$ cat src/rtl/horner_q16_pkg.sv
// Shared Q16.16 constants and FSM state type for the Horner datapath
// (multiplier, divider, sequencer).
package horner_q16_pkg;

    localparam int unsigned Q16_FRAC  = 16;
    localparam int unsigned Q16_W     = 32;
    localparam int unsigned DIV_NITER = Q16_W + Q16_FRAC + 1;

    localparam logic [Q16_W-1:0] Q16_ONE = 32'h0001_0000;
    localparam logic [Q16_W-1:0] Q16_MAX = 32'h7FFF_FFFF;
    localparam logic [Q16_W-1:0] Q16_MIN = 32'h8000_0000;

    typedef enum logic [1:0] {
        IDLE,
        CALC,
        ROUND,
        DONE
    } q16_state_e;

endpackage

$ cat src/rtl/q16_round_sat.sv
// Combinational round-half-away-from-zero, sign restore and saturation of an
// unsigned quotient carrying one guard bit.
module q16_round_sat
    import horner_q16_pkg::*;
#(
    parameter int unsigned W     = Q16_W,
    parameter int unsigned NITER = DIV_NITER
) (
    input  logic [NITER-1:0] q_i,
    input  logic             sign_i,
    input  logic             dbz_i,
    input  logic             a_sign_i,
    output logic [W-1:0]     y_o,
    output logic             overflow_o,
    output logic             div_by_zero_o
);

    localparam logic [W-1:0] POS_MAX = {1'b0, {(W-1){1'b1}}};
    localparam logic [W-1:0] NEG_MAX = {1'b1, {(W-1){1'b0}}};

    logic [NITER-1:0] mag;
    logic [W-1:0]     mag_lo;
    logic             pos_ovf;
    logic             neg_ovf;

    // (q + 1) >> 1 without needing an extra carry bit
    always_comb begin
        mag     = (q_i >> 1) + NITER'(q_i[0]);
        mag_lo  = mag[W-1:0];
        pos_ovf = |mag[NITER-1:W-1];
        neg_ovf = (|mag[NITER-1:W]) || (mag[W-1] && (|mag[W-2:0]));
    end

    always_comb begin
        y_o           = sign_i ? (-mag_lo) : mag_lo;
        overflow_o    = 1'b0;
        div_by_zero_o = 1'b0;
        if (dbz_i) begin
            div_by_zero_o = 1'b1;
            y_o           = a_sign_i ? NEG_MAX : POS_MAX;
        end else if (sign_i && neg_ovf) begin
            overflow_o = 1'b1;
            y_o        = NEG_MAX;
        end else if (!sign_i && pos_ovf) begin
            overflow_o = 1'b1;
            y_o        = POS_MAX;
        end
    end

endmodule

$ cat src/rtl/div_q16.sv
// Sequential signed Q16.16 divider, y = round(a * 2^16 / b), radix-2
// restoring, one quotient bit per clock, valid/ready on both sides.
module div_q16
    import horner_q16_pkg::*;
#(
    parameter int unsigned W    = Q16_W,
    parameter int unsigned FRAC = Q16_FRAC
) (
    input  logic         clk,
    input  logic         rst,
    input  logic         in_valid,
    output logic         in_ready,
    input  logic [W-1:0] a,
    input  logic [W-1:0] b,
    output logic         out_valid,
    input  logic         out_ready,
    output logic [W-1:0] y,
    output logic         div_by_zero,
    output logic         overflow
);

    localparam int unsigned NITER = W + FRAC + 1;
    localparam int unsigned CNT_W = $clog2(NITER);

    q16_state_e       state_q, state_d;
    logic [CNT_W-1:0] cnt_q, cnt_d;
    logic [NITER-1:0] dq_q, dq_d;       // dividend bits out at MSB, quotient bits in at LSB
    logic [W-1:0]     rem_q, rem_d;
    logic [W-1:0]     bmag_q, bmag_d;
    logic             sign_q, sign_d;
    logic             dbz_q, dbz_d;
    logic             asign_q, asign_d;
    logic [W-1:0]     y_q, y_d;
    logic             ovf_q, ovf_d;
    logic             dbzf_q, dbzf_d;
    logic             out_valid_q, out_valid_d;
    logic             in_ready_q, in_ready_d;

    logic [W-1:0]     a_mag;
    logic [W-1:0]     b_mag;
    logic [W:0]       rem_sh;
    logic             rem_ge;
    logic [W-1:0]     rem_diff;
    logic [W-1:0]     rs_y;
    logic             rs_ovf;
    logic             rs_dbz;

    always_comb begin
        a_mag    = a[W-1] ? (-a) : a;
        b_mag    = b[W-1] ? (-b) : b;
        rem_sh   = {rem_q, dq_q[NITER-1]};
        rem_ge   = rem_sh >= {1'b0, bmag_q};
        rem_diff = W'(rem_sh - {1'b0, bmag_q});
    end

    q16_round_sat #(
        .W     (W),
        .NITER (NITER)
    ) u_round_sat (
        .q_i           (dq_q),
        .sign_i        (sign_q),
        .dbz_i         (dbz_q),
        .a_sign_i      (asign_q),
        .y_o           (rs_y),
        .overflow_o    (rs_ovf),
        .div_by_zero_o (rs_dbz)
    );

    always_comb begin
        state_d     = state_q;
        cnt_d       = cnt_q;
        dq_d        = dq_q;
        rem_d       = rem_q;
        bmag_d      = bmag_q;
        sign_d      = sign_q;
        dbz_d       = dbz_q;
        asign_d     = asign_q;
        y_d         = y_q;
        ovf_d       = ovf_q;
        dbzf_d      = dbzf_q;
        out_valid_d = out_valid_q;

        unique case (state_q)
            IDLE: begin
                if (in_valid) begin
                    sign_d  = a[W-1] ^ b[W-1];
                    asign_d = a[W-1];
                    bmag_d  = b_mag;
                    dq_d    = {a_mag, {(FRAC+1){1'b0}}};
                    rem_d   = '0;
                    cnt_d   = CNT_W'(NITER - 1);
                    dbz_d   = (b == '0);
                    state_d = CALC;
                end
            end
            CALC: begin
                dq_d  = {dq_q[NITER-2:0], rem_ge};
                rem_d = rem_ge ? rem_diff : rem_sh[W-1:0];
                if (cnt_q == '0) begin
                    state_d = ROUND;
                end else begin
                    cnt_d = cnt_q - CNT_W'(1);
                end
            end
            ROUND: begin
                y_d         = rs_y;
                ovf_d       = rs_ovf;
                dbzf_d      = rs_dbz;
                out_valid_d = 1'b1;
                state_d     = DONE;
            end
            DONE: begin
                if (out_ready) begin
                    out_valid_d = 1'b0;
                    state_d     = IDLE;
                end
            end
            default: begin
                state_d = IDLE;
            end
        endcase

        in_ready_d = (state_d == IDLE);
    end

    always_ff @(posedge clk or posedge rst) begin
        if (rst) begin
            state_q     <= IDLE;
            cnt_q       <= '0;
            dq_q        <= '0;
            rem_q       <= '0;
            bmag_q      <= '0;
            sign_q      <= 1'b0;
            dbz_q       <= 1'b0;
            asign_q     <= 1'b0;
            y_q         <= '0;
            ovf_q       <= 1'b0;
            dbzf_q      <= 1'b0;
            out_valid_q <= 1'b0;
            in_ready_q  <= 1'b1;
        end else begin
            state_q     <= state_d;
            cnt_q       <= cnt_d;
            dq_q        <= dq_d;
            rem_q       <= rem_d;
            bmag_q      <= bmag_d;
            sign_q      <= sign_d;
            dbz_q       <= dbz_d;
            asign_q     <= asign_d;
            y_q         <= y_d;
            ovf_q       <= ovf_d;
            dbzf_q      <= dbzf_d;
            out_valid_q <= out_valid_d;
            in_ready_q  <= in_ready_d;
        end
    end

    assign in_ready    = in_ready_q;
    assign out_valid   = out_valid_q;
    assign y           = y_q;
    assign overflow    = ovf_q;
    assign div_by_zero = dbzf_q;

endmodule

$ cat config.mk
export PLATFORM = sky130hd
export DESIGN_NAME = div_q16
export DESIGN_NICKNAME = d
export VERILOG_FILES = /design/src/rtl/horner_q16_pkg.sv /design/src/rtl/q16_round_sat.sv /design/src/rtl/div_q16.sv
export SDC_FILE = /design/constraint.sdc
export NUM_CORES = 1
export LEC_CHECK = 0
export CAP_MARGIN = 20
export CORE_MARGIN = 2
export CORE_UTILIZATION = 54
export DETAILED_ROUTE_END_ITERATION = 16
export HOLD_SLACK_MARGIN = 0.03
export PLACE_DENSITY_LB_ADDON = 0.3
export SLEW_MARGIN = 20
export SYNTH_ARGS = -nofsm -noshare
export SYNTH_HDL_FRONTEND = slang
export SYNTH_HIERARCHICAL = 1
export SYNTH_SLANG_ARGS = --single-unit
export TNS_END_PERCENT = 20
$ cat constraint.sdc
create_clock -name clk -period 5 [get_ports clk]
set_clock_uncertainty 0.15 [all_clocks]
set_input_delay 1 -clock clk [delete_from_list [all_inputs] [get_ports clk]]
set_output_delay 1 -clock clk [all_outputs]
set_load 0.005 [all_outputs]
==> run metrics <==
flops & latches, synth 160; Residual DRC 0; number of buffers added for setup after CTS 0; CP max stage delay 0.75 ns; CTS Buffer Depth 2; Die ar. 24,400 sq um; GRT Total Usage 0.259; drt first pass iters 6; Leak Pwr 5.76 nW; vias in the first global route 10,300; Pwr per Cell Area 686 nW/um^2; Crit Path Class reg2reg; Routed WL 31,000 microns; post-synthesis sequential area ratio 0.320; Tightest Pin Transition 1.03 ns; antenna violations before repair 0; WP buf/inv 1; post-cts sizing count 0; Worst path slowest cell a21oi_4; Final Hold Viols 0; syn nets 1,577; fin crit share 0.931; CP cell instances ha_1, ha_1, and4_1, nand2_1, nor3_1, a211oi_1, nand4b_1, nor2_1, a21o_1, a21oi_4, buf_4, o31ai_2, mux2_2; Fin Setup TNS 0 ns; YS warnings 6; peak supply drop 0.268 mV; max capacitance violation total 0; Post-Syn Instances 1,470; Worst slew margin 0.311; IO Pins 104; CTS root buffer clkbuf_16; Final Util 0.627; hold buffer count at CTS 0; GPL Wtd Cong 0.970; Final Setup Violations 0; clk sinks 160; diodes inserted 0; # rows 55; area occupied by multi-input gates 7940 sq um; DR WL/cell 17.1 microns; Die X 156 microns; Worst R2R Start dq_q[1]$_DFFE_PP0P_; largest net degree at the start of global routing 92; Final #Nets 1,619; Clock Latency Late Sink 0.43 ns; mapped cell area 12,500 sq um; RSZ-0062 raised after global routing no; TritonCTS clock tree yes; Worst Hold Launch asign_q$_DFFE_PP0P_; Synth cell types 81; Initial Util 0.552; total gr overflow 0; CP Max Fanout 27; Final Critical Period 4.66 ns; max-slew violations 0; worst setup path startpoint dq_q[1]$_DFFE_PP0P_; DP HPWL 23,000 microns; die height 156 microns; EDFF count, synth 0; final setup margin 0.343 ns; worst hold path type reg2reg; # H-tree levels 4; share of layout cells above drive strength 1 0.104; top_reg_cell synth dfrtp_1; Total Power 9.76 mW; CP arrival 4.82 ns; Crit path max-delay family simple AND/OR/NAND/NOR gates; pre-CTS WS 0.417 ns; first-pass GRT wire length 51,800 microns; fillers 1,964; Max Fclk 215 MHz; most used cell, CP ha_1; WP data required 5.16 ns; Clock transition at path regs 0.07 ns; Avg Vias per Cell 6.21; area grow syn2layout 13.6%; Vias 11,200; Startpoint Class flip-flop; ys async rst share 1.00; Crit. End Element flip-flop; # port buffers 103; Starting DRT DRC Count 1,059; core area 22,700 sq um; Num CTS Buffers 17; status finished, final reports clean; Antenna Nets Post-Route 0; worst hold slack 0.331 ns; Syn Area/Cell 8.52 sq um; Register Area 4010 sq um
-- synthesized netlist by cell type (all sizes together), types with 7 or more instances --
| cell | n | area share |
|---|---|---|
| and2 | 8 | 0.0040 |
| nand2 | 157 | 0.047 |
| nor2 | 84 | 0.025 |
| mux2 | 39 | 0.035 |
| and3 | 17 | 0.0085 |
| a22oi | 32 | 0.019 |
| or2 | 9 | 0.0045 |
| nand4 | 26 | 0.014 |
| nand3 | 40 | 0.017 |
| and4 | 11 | 0.0077 |
| a22o | 25 | 0.017 |
| o21ai | 147 | 0.059 |
| o31ai | 54 | 0.044 |
| nand2b | 19 | 0.010 |
| clkbuf | 67 | 0.020 |
| a32oi | 7 | 0.0049 |
| xor2 | 73 | 0.051 |
| a31oi | 9 | 0.0045 |
| or4 | 15 | 0.0099 |
| a21o | 23 | 0.014 |
| inv | 55 | 0.016 |
| a21oi | 60 | 0.025 |
| mux2i | 14 | 0.011 |
| nor2b | 7 | 0.0035 |
| ha | 38 | 0.038 |
| nor4 | 23 | 0.014 |
| buf | 29 | 0.013 |
| or3 | 17 | 0.0094 |
| o41ai | 13 | 0.0097 |
| nor3 | 30 | 0.013 |
| a211oi | 11 | 0.0066 |
| dfrtp | 159 | 0.32 |
| xnor2 | 75 | 0.052 |
-- cell families (layout without fill, tap and decap cells) --
kind of cell	Yosys count	in the layout	synth area share
adders and majority gates	39	39	0.0395
DFF	160	160	0.320
muxes	53	53	0.0462
and+or+nand+nor	479	479	0.198
xor gates and xnor gates	148	148	0.103
buffers and inverters	152	207	0.0501
AOI/OAI and AO/OA	439	439	0.243
-- worst paths after layout --
path / endpoint / slack (ns) / cells past startpoint
max reg2reg: y[4]$_DFFE_PP0P_ / 0.34 / 13
min: asign_q$_DFFE_PP0P_ / 0.33 / 2
min reg2reg: asign_q$_DFFE_PP0P_ / 0.33 / 2
min in group asynchronous: bmag_q[15]$_DFFE_PP0P_ / 0.96 / 2
max: y[4]$_DFFE_PP0P_ / 0.34 / 13
max in group asynchronous: dq_q[29]$_DFFE_PP0P_ / 2.89 / 3
-- routing by layer --
metal  GRT usage  share of wire
met1       0.380           0.48
met3      0.0354          0.057
met2       0.402           0.45
met5           0              0
met4      0.0699          0.012
-- tightest hold or removal path: cells and delay by family (launching register included) --
family | cells | cell delay [ns]
AOI/OAI and AO/OA | 1 | 0.06
DFF | 1 | 0.35
and+or+nand+nor | 1 | 0.04
-- report_power, final --
group / internal (mW) / switching [mW] / leakage (nW)
registers: 1.89 / 0.750 / 1.94
logic: 2.65 / 3.24 / 3.56
clock network: 0.658 / 0.570 / 0.266
-- sequential cells by signal, summed over array words and instances (netlist names) --
| register | cells |
|---|---|
| rem_q | 32 |
| cnt_q | 6 |
| state_q | 2 |
| dbz_q | 1 |
| out_valid | 1 |
| div_by_zero | 1 |
| sign_q | 1 |
| overflow | 1 |
| dq_q | 49 |
| bmag_q | 32 |
| y | 32 |
| in_ready | 1 |
| asign_q | 1 |
-- cell usage in the layout, fill, tap and decap left out, types with 14 or more instances in the layout --
master	instances
xor2_1	73
mux2i_1	14
mux2_2	39
o31ai_1	24
clkbuf_16	17
dfrtp_1	158
nand3_1	38
xnor2_1	75
or3_1	14
nand4_1	25
o21ai_0	138
nor4_1	19
a21oi_1	58
o31ai_2	30
nor3_1	29
a22o_1	25
nand2_1	157
clkdlybuf4s50_1	103
and3_1	17
inv_1	54
buf_4	14
a22oi_1	32
ha_1	38
nor2_1	84
a21o_1	23
nand2b_1	17
-- through the flow --
step | cell area [sq um] | instances
after floorplan | 12500 | 1470
after global placement | 13700 | 1778
after detailed placement | 13700 | 1778
after CTS | 14200 | 1810
after global routing | 14200 | 1810
final | 14200 | 1810
-- area by class of cell --
class | count | share of cell area
Clock inverter | 13 | 0.00729
Multi-Input combinational cell | 1158 | 0.558
Sequential cell | 160 | 0.281
Inverter | 56 | 0.0150
Tap cell | 285 | 0.0250
Timing Repair Buffer | 119 | 0.0826
Clock buffer | 19 | 0.0311
Power figures use the tool's default switching activity.
==> variant 1, RTL diff (config.mk and constraints unchanged) <==
Reset style: synchronous (`rst`), changed in one clocked block.
--- a/src/rtl/div_q16.sv
+++ b/src/rtl/div_q16.sv
@@ -123,7 +123,7 @@
         in_ready_d = (state_d == IDLE);
     end
 
-    always_ff @(posedge clk or posedge rst) begin
+    always_ff @(posedge clk) begin
         if (rst) begin
             state_q     <= IDLE;
             cnt_q       <= '0;
Check against the original RTL: differs if rst is asserted again (counterexample within 4 cycles, from zero or initial values and one cycle with rst high); with rst held inactive, the same outputs for 10 cycles.
==> variant 1 against the original RTL <==
- total power shrank 20%
- area after synthesis decreased by 3.4%
- sequential cell count did not move
- wire length up 5.5%
- critical path depth is 1 higher
- final area is 2.9% lower
- final cell count grew 6.8%
- setup slack better by 120 ps
- critical endpoint is now y[9]
- via count increased by 7.3%
==> variant 1: results (changes against the original RTL) <==
Worst min path class -> flip-flop to flip-flop
Leak pwr -> 5.052 nW (-12%)
Synth Area in XOR/XNOR -> 0.1129 (+0.009461)
Fin util -> 0.6317 (+0.004802)
Placed insts -> 1901 (+6.9%)
Adder-cell share of the synthesized area -> 0.04095 (+0.001403)
Detailed-route via count -> 12070 (+7.3%)
DP Worst Slack -> 434.4 ps (+16.97 ps)
Primary FF master, synth -> dfxtp_1
Peak VDD IR -> 401.8 uV (+50%)
Setup bufs post-CTS -> 0 (unchanged)
Worst hold slack -> 299.7 ps (-30.98 ps)
Worst path arrival time -> 4740 ps (-80 ps)
Metal1 wirelength -> 16080 um (+8.0%)
Proportion of layout cells with a drive suffix above 1 -> 0.07683 (-0.02743)
Met3 Routed Length -> 2497 um (+41%)
Synth top area cells -> dfxtp_1, xnor2_1, nand2_1, a21oi_1, nand3_1
DRT iter0 DRCs -> 1137 (+7.4%)
M3 GR Usage -> 0.04284 (+0.007394)
Fillers -> 1957 (-0.36%)
Largest net degree at the start of global routing -> 104 (+13%)
Global-route wire length before repair -> 53530 um (+3.3%)
Period minus WS final -> 4533 ps (-123.3 ps)
GR met2 Demand/Resource -> 0.3871 (-0.01505)
HPWL after DPL -> 23410 um (+1.8%)
GR Util met1 -> 0.4120 (+0.03207)
Critical path fanouts, max -> 17 (-37%)
Worst R2R Path Depth -> 14 (+1)
FFs w/ async S/R, synth -> 0 (-1.000)
Worst slew margin -> 0.2828 (-0.02813)
FF-to-FF End -> y[9]
Mux share of post-synthesis cell area -> 0.01127 (-0.03497)
Compound-cell area share of the yosys netlist -> 0.2443 (+0.001576)
Count leader, synth -> nand2_1
Met2 WL -> 13500 um (-3.1%)
GP Congestion -> 1.048 (+8.0%)
H-Tree Depth -> 4 (unchanged)
Initial antenna violation count -> 0 (unchanged)
Worst hold start -> asign_q
CP startpoint -> dq_q[0]
Status -> complete, no violations
Gr usage total -> 0.2688 (+0.009651)
Via density per instance -> 6.244 (+0.50%)
Final-stage net count -> 1747 (+7.9%)
Clock latency on the worst-skew pair -> 430 ps (about the same)
Routed WL -> 32680 um (+5.5%)
Synth cell count leaders -> nand2_1, dfxtp_1, a21oi_1
Drt pass-1 iters -> 5 (-1)
Hold Crit Endpoint -> asign_q
Seq/Total Area, Yosys -> 0.2647 (-0.05495)
Synth Instances -> 1611 (+9.6%)
Setup Crit Path Kind -> flip-flop to flip-flop
Vias in the first global route -> 10631 (+2.9%)
R2R Setup Slk -> 470 ps (+120 ps)
Distinct cells, synth -> 83 (+2.5%)
Placed inst area -> 13220 um2 (-3.5%)
==> variant 1: changes by cell type after synthesis, moves of 24 or more <==
cell and delta:
dfxtp_1 +160, dfrtp_1 -159, o21ai_0 -85, nand3_1 +74, nand2_1 +73, a21oi_1 +59, mux2_2 -34, nor2_1 +30
xnor2_1 +24
==> variant 1: area by class of cell <==
class                   count  area share
repair buffers            121     0.08559
well taps                 280     0.02533
clock buffers              21     0.03329
flip-flops and latches    160      0.2317
clock inverters            11    0.009500
inverters                  52     0.01411
multi-input cells        1288      0.6005
==> variant 1: critical path: stages, from the launching register on <==
cell and delay, ps:
dfxtp_1 350, ha_1 280, ha_1 410, nand4_1 390
nor4_4 440, a21boi_0 290, a211oi_1 480, nand4b_1 300
nor2_1 280, a21o_1 200, a21oi_4 190, buf_16 240
o31ai_2 230, nand2_1 90, a21oi_1 120
==> variant 1: power breakdown <==
group	internal, mW	switching (mW)	total, mW
Sequential	1.57	0.283	1.85
Clock	0.766	0.557	1.32
Combinational	1.83	2.76	4.60
==> variant 2, RTL diff (same flow settings) <==
Without the edit above. Change the package constant `Q16_W` from 32 to 64.
--- a/src/rtl/horner_q16_pkg.sv
+++ b/src/rtl/horner_q16_pkg.sv
@@ -3,7 +3,7 @@
 package horner_q16_pkg;
 
     localparam int unsigned Q16_FRAC  = 16;
-    localparam int unsigned Q16_W     = 32;
+    localparam int unsigned Q16_W     = 64;
     localparam int unsigned DIV_NITER = Q16_W + Q16_FRAC + 1;
 
     localparam logic [Q16_W-1:0] Q16_ONE = 32'h0001_0000;
Interface: changed (resized a, b and y); port bits go from 104 to 200. No check against the original RTL was run, so the function may have changed too.
==> variant 2 against the original RTL <==
- critical endpoint is now y[10]
- clock power is 130% higher
- wire length is 120% higher
- sequential cell count up 129
- total power up 100%
- final area rose by 92%
- combinational power up 110%
- area after synthesis rose by 85%
- largest power group unchanged
- critical path depth increased by 2
- setup slack lost 66 ps
==> variant 2: results (changes against the original RTL) <==
Status -> complete, no violations
Inverters -> 112 (+100%)
Internal cell power -> 10.66 mW (+110%)
Largest register FFs -> 81 (+65%)
Met3 Routed Length -> 4442 um (+150%)
Multi-input gate share of total cell area -> 0.5429 (-0.01466)
Metal1 wirelength -> 29450 um (+98%)
DRT iter0 DRCs -> 1986 (+88%)
Layout clock buffer count -> 43 (+24)
GR met2 Demand/Resource -> 0.5214 (+0.1193)
Final Instance Area -> 27340 um2 (+92%)
Combinational power -> 12.1 mW (+110%)
DP Worst Slack -> -45.59 ps (-463.0 ps)
Synth top area cells -> dfrtp_1, xor2_1, o21ai_0, nand2_1, xnor2_1
Met2 WL -> 33170 um (+140%)
Worst path max stage delay -> 450 ps (-300 ps)
HPWL after DPL -> 52000 um (+130%)
Proportion of layout cells with a drive suffix above 1 -> 0.1088 (+0.004506)
Final-stage net count -> 3166 (+96%)
Fillers -> 3582 (+82%)
Clock latency on the worst-skew pair -> 550 ps (+120 ps)
Clock-cell share -> 0.04654 (+0.008134)
Routed length per instance -> 19.69 um (+15%)
Seq/Total Area, Yosys -> 0.3125 (-0.007232)
Fin cells -> 3529 (+95%)
Global-route wire length before repair -> 112500 um (+120%)
M3 GR Usage -> 0.04802 (+0.01258)
Total CTS buffers -> 35 (+18)
Placed inst area -> 26020 um2 (+90%)
Worst min path class -> flip-flop to flip-flop
Distinct cells, synth -> 94 (+16%)
Signal buf overhead -> 0.1057 (+0.02310)
Multi-In Gates -> 2215 (+91%)
Least-Margin Pin Slew -> 1076 ps (+45.92 ps)
Largest net degree at the start of global routing -> 149 (+62%)
Peak VDD IR -> 440.1 uV (+64%)
Gr usage total -> 0.3108 (+0.05171)
Worst path arrival time -> 5060 ps (+240 ps)
Clock Sinks -> 289 (+81%)
Vias in the first global route -> 21545 (+110%)
Leak pwr -> 11.06 nW (+92%)
Synth cell count leaders -> nand2_1, dfrtp_1, o21ai_0
Port buffer count -> 199 (+93%)
Initial antenna violation count -> 2 (+2)
Clock-net power -> 2.86 mW (+130%)
Sequential share of cell area -> 0.2645 (-0.01686)
Syn nets -> 2990 (+90%)
GR Util met1 -> 0.4040 (+0.02400)
GP Congestion -> 0.9813 (+1.2%)
-- variant 2: cells by family (layout without fill, tap and decap cells) --
kind of cell    count (synthesis)  count (layout)  synth area share
simple gates                  901             901            0.2082
compound gates                865             865            0.2394
xor+xnor                      297             297            0.1124
flops                         289             289            0.3125
buf+inv                       282             484           0.04994
mux                            80              80           0.03837
fa+ha+maj                      72              72           0.03924
other cells                     0               2                 0
-- variant 2: path summary, 6_finish.rpt --
check | depth (start not counted) | startpoint | slack, ps | endpoint
setup / recovery | 15 | dq_q[0] | 280 | y[10]
hold / removal | 2 | bmag_q[36] | 330 | bmag_q[36]
setup reg to reg | 15 | dq_q[0] | 280 | y[10]
hold reg to reg | 2 | bmag_q[36] | 330 | bmag_q[36]
max in group asynchronous | 3 | rst | 2990 | bmag_q[56]
min in group asynchronous | 2 | rst | 620 | y[1]
-- variant 2: repair_timing --
| item | in CTS | in global routing |
|---|---|---|
| setup endpoints to repair | 0 | 2 |
| resized for setup | 0 | 3 |
| buffers inserted | 0 | 2 |
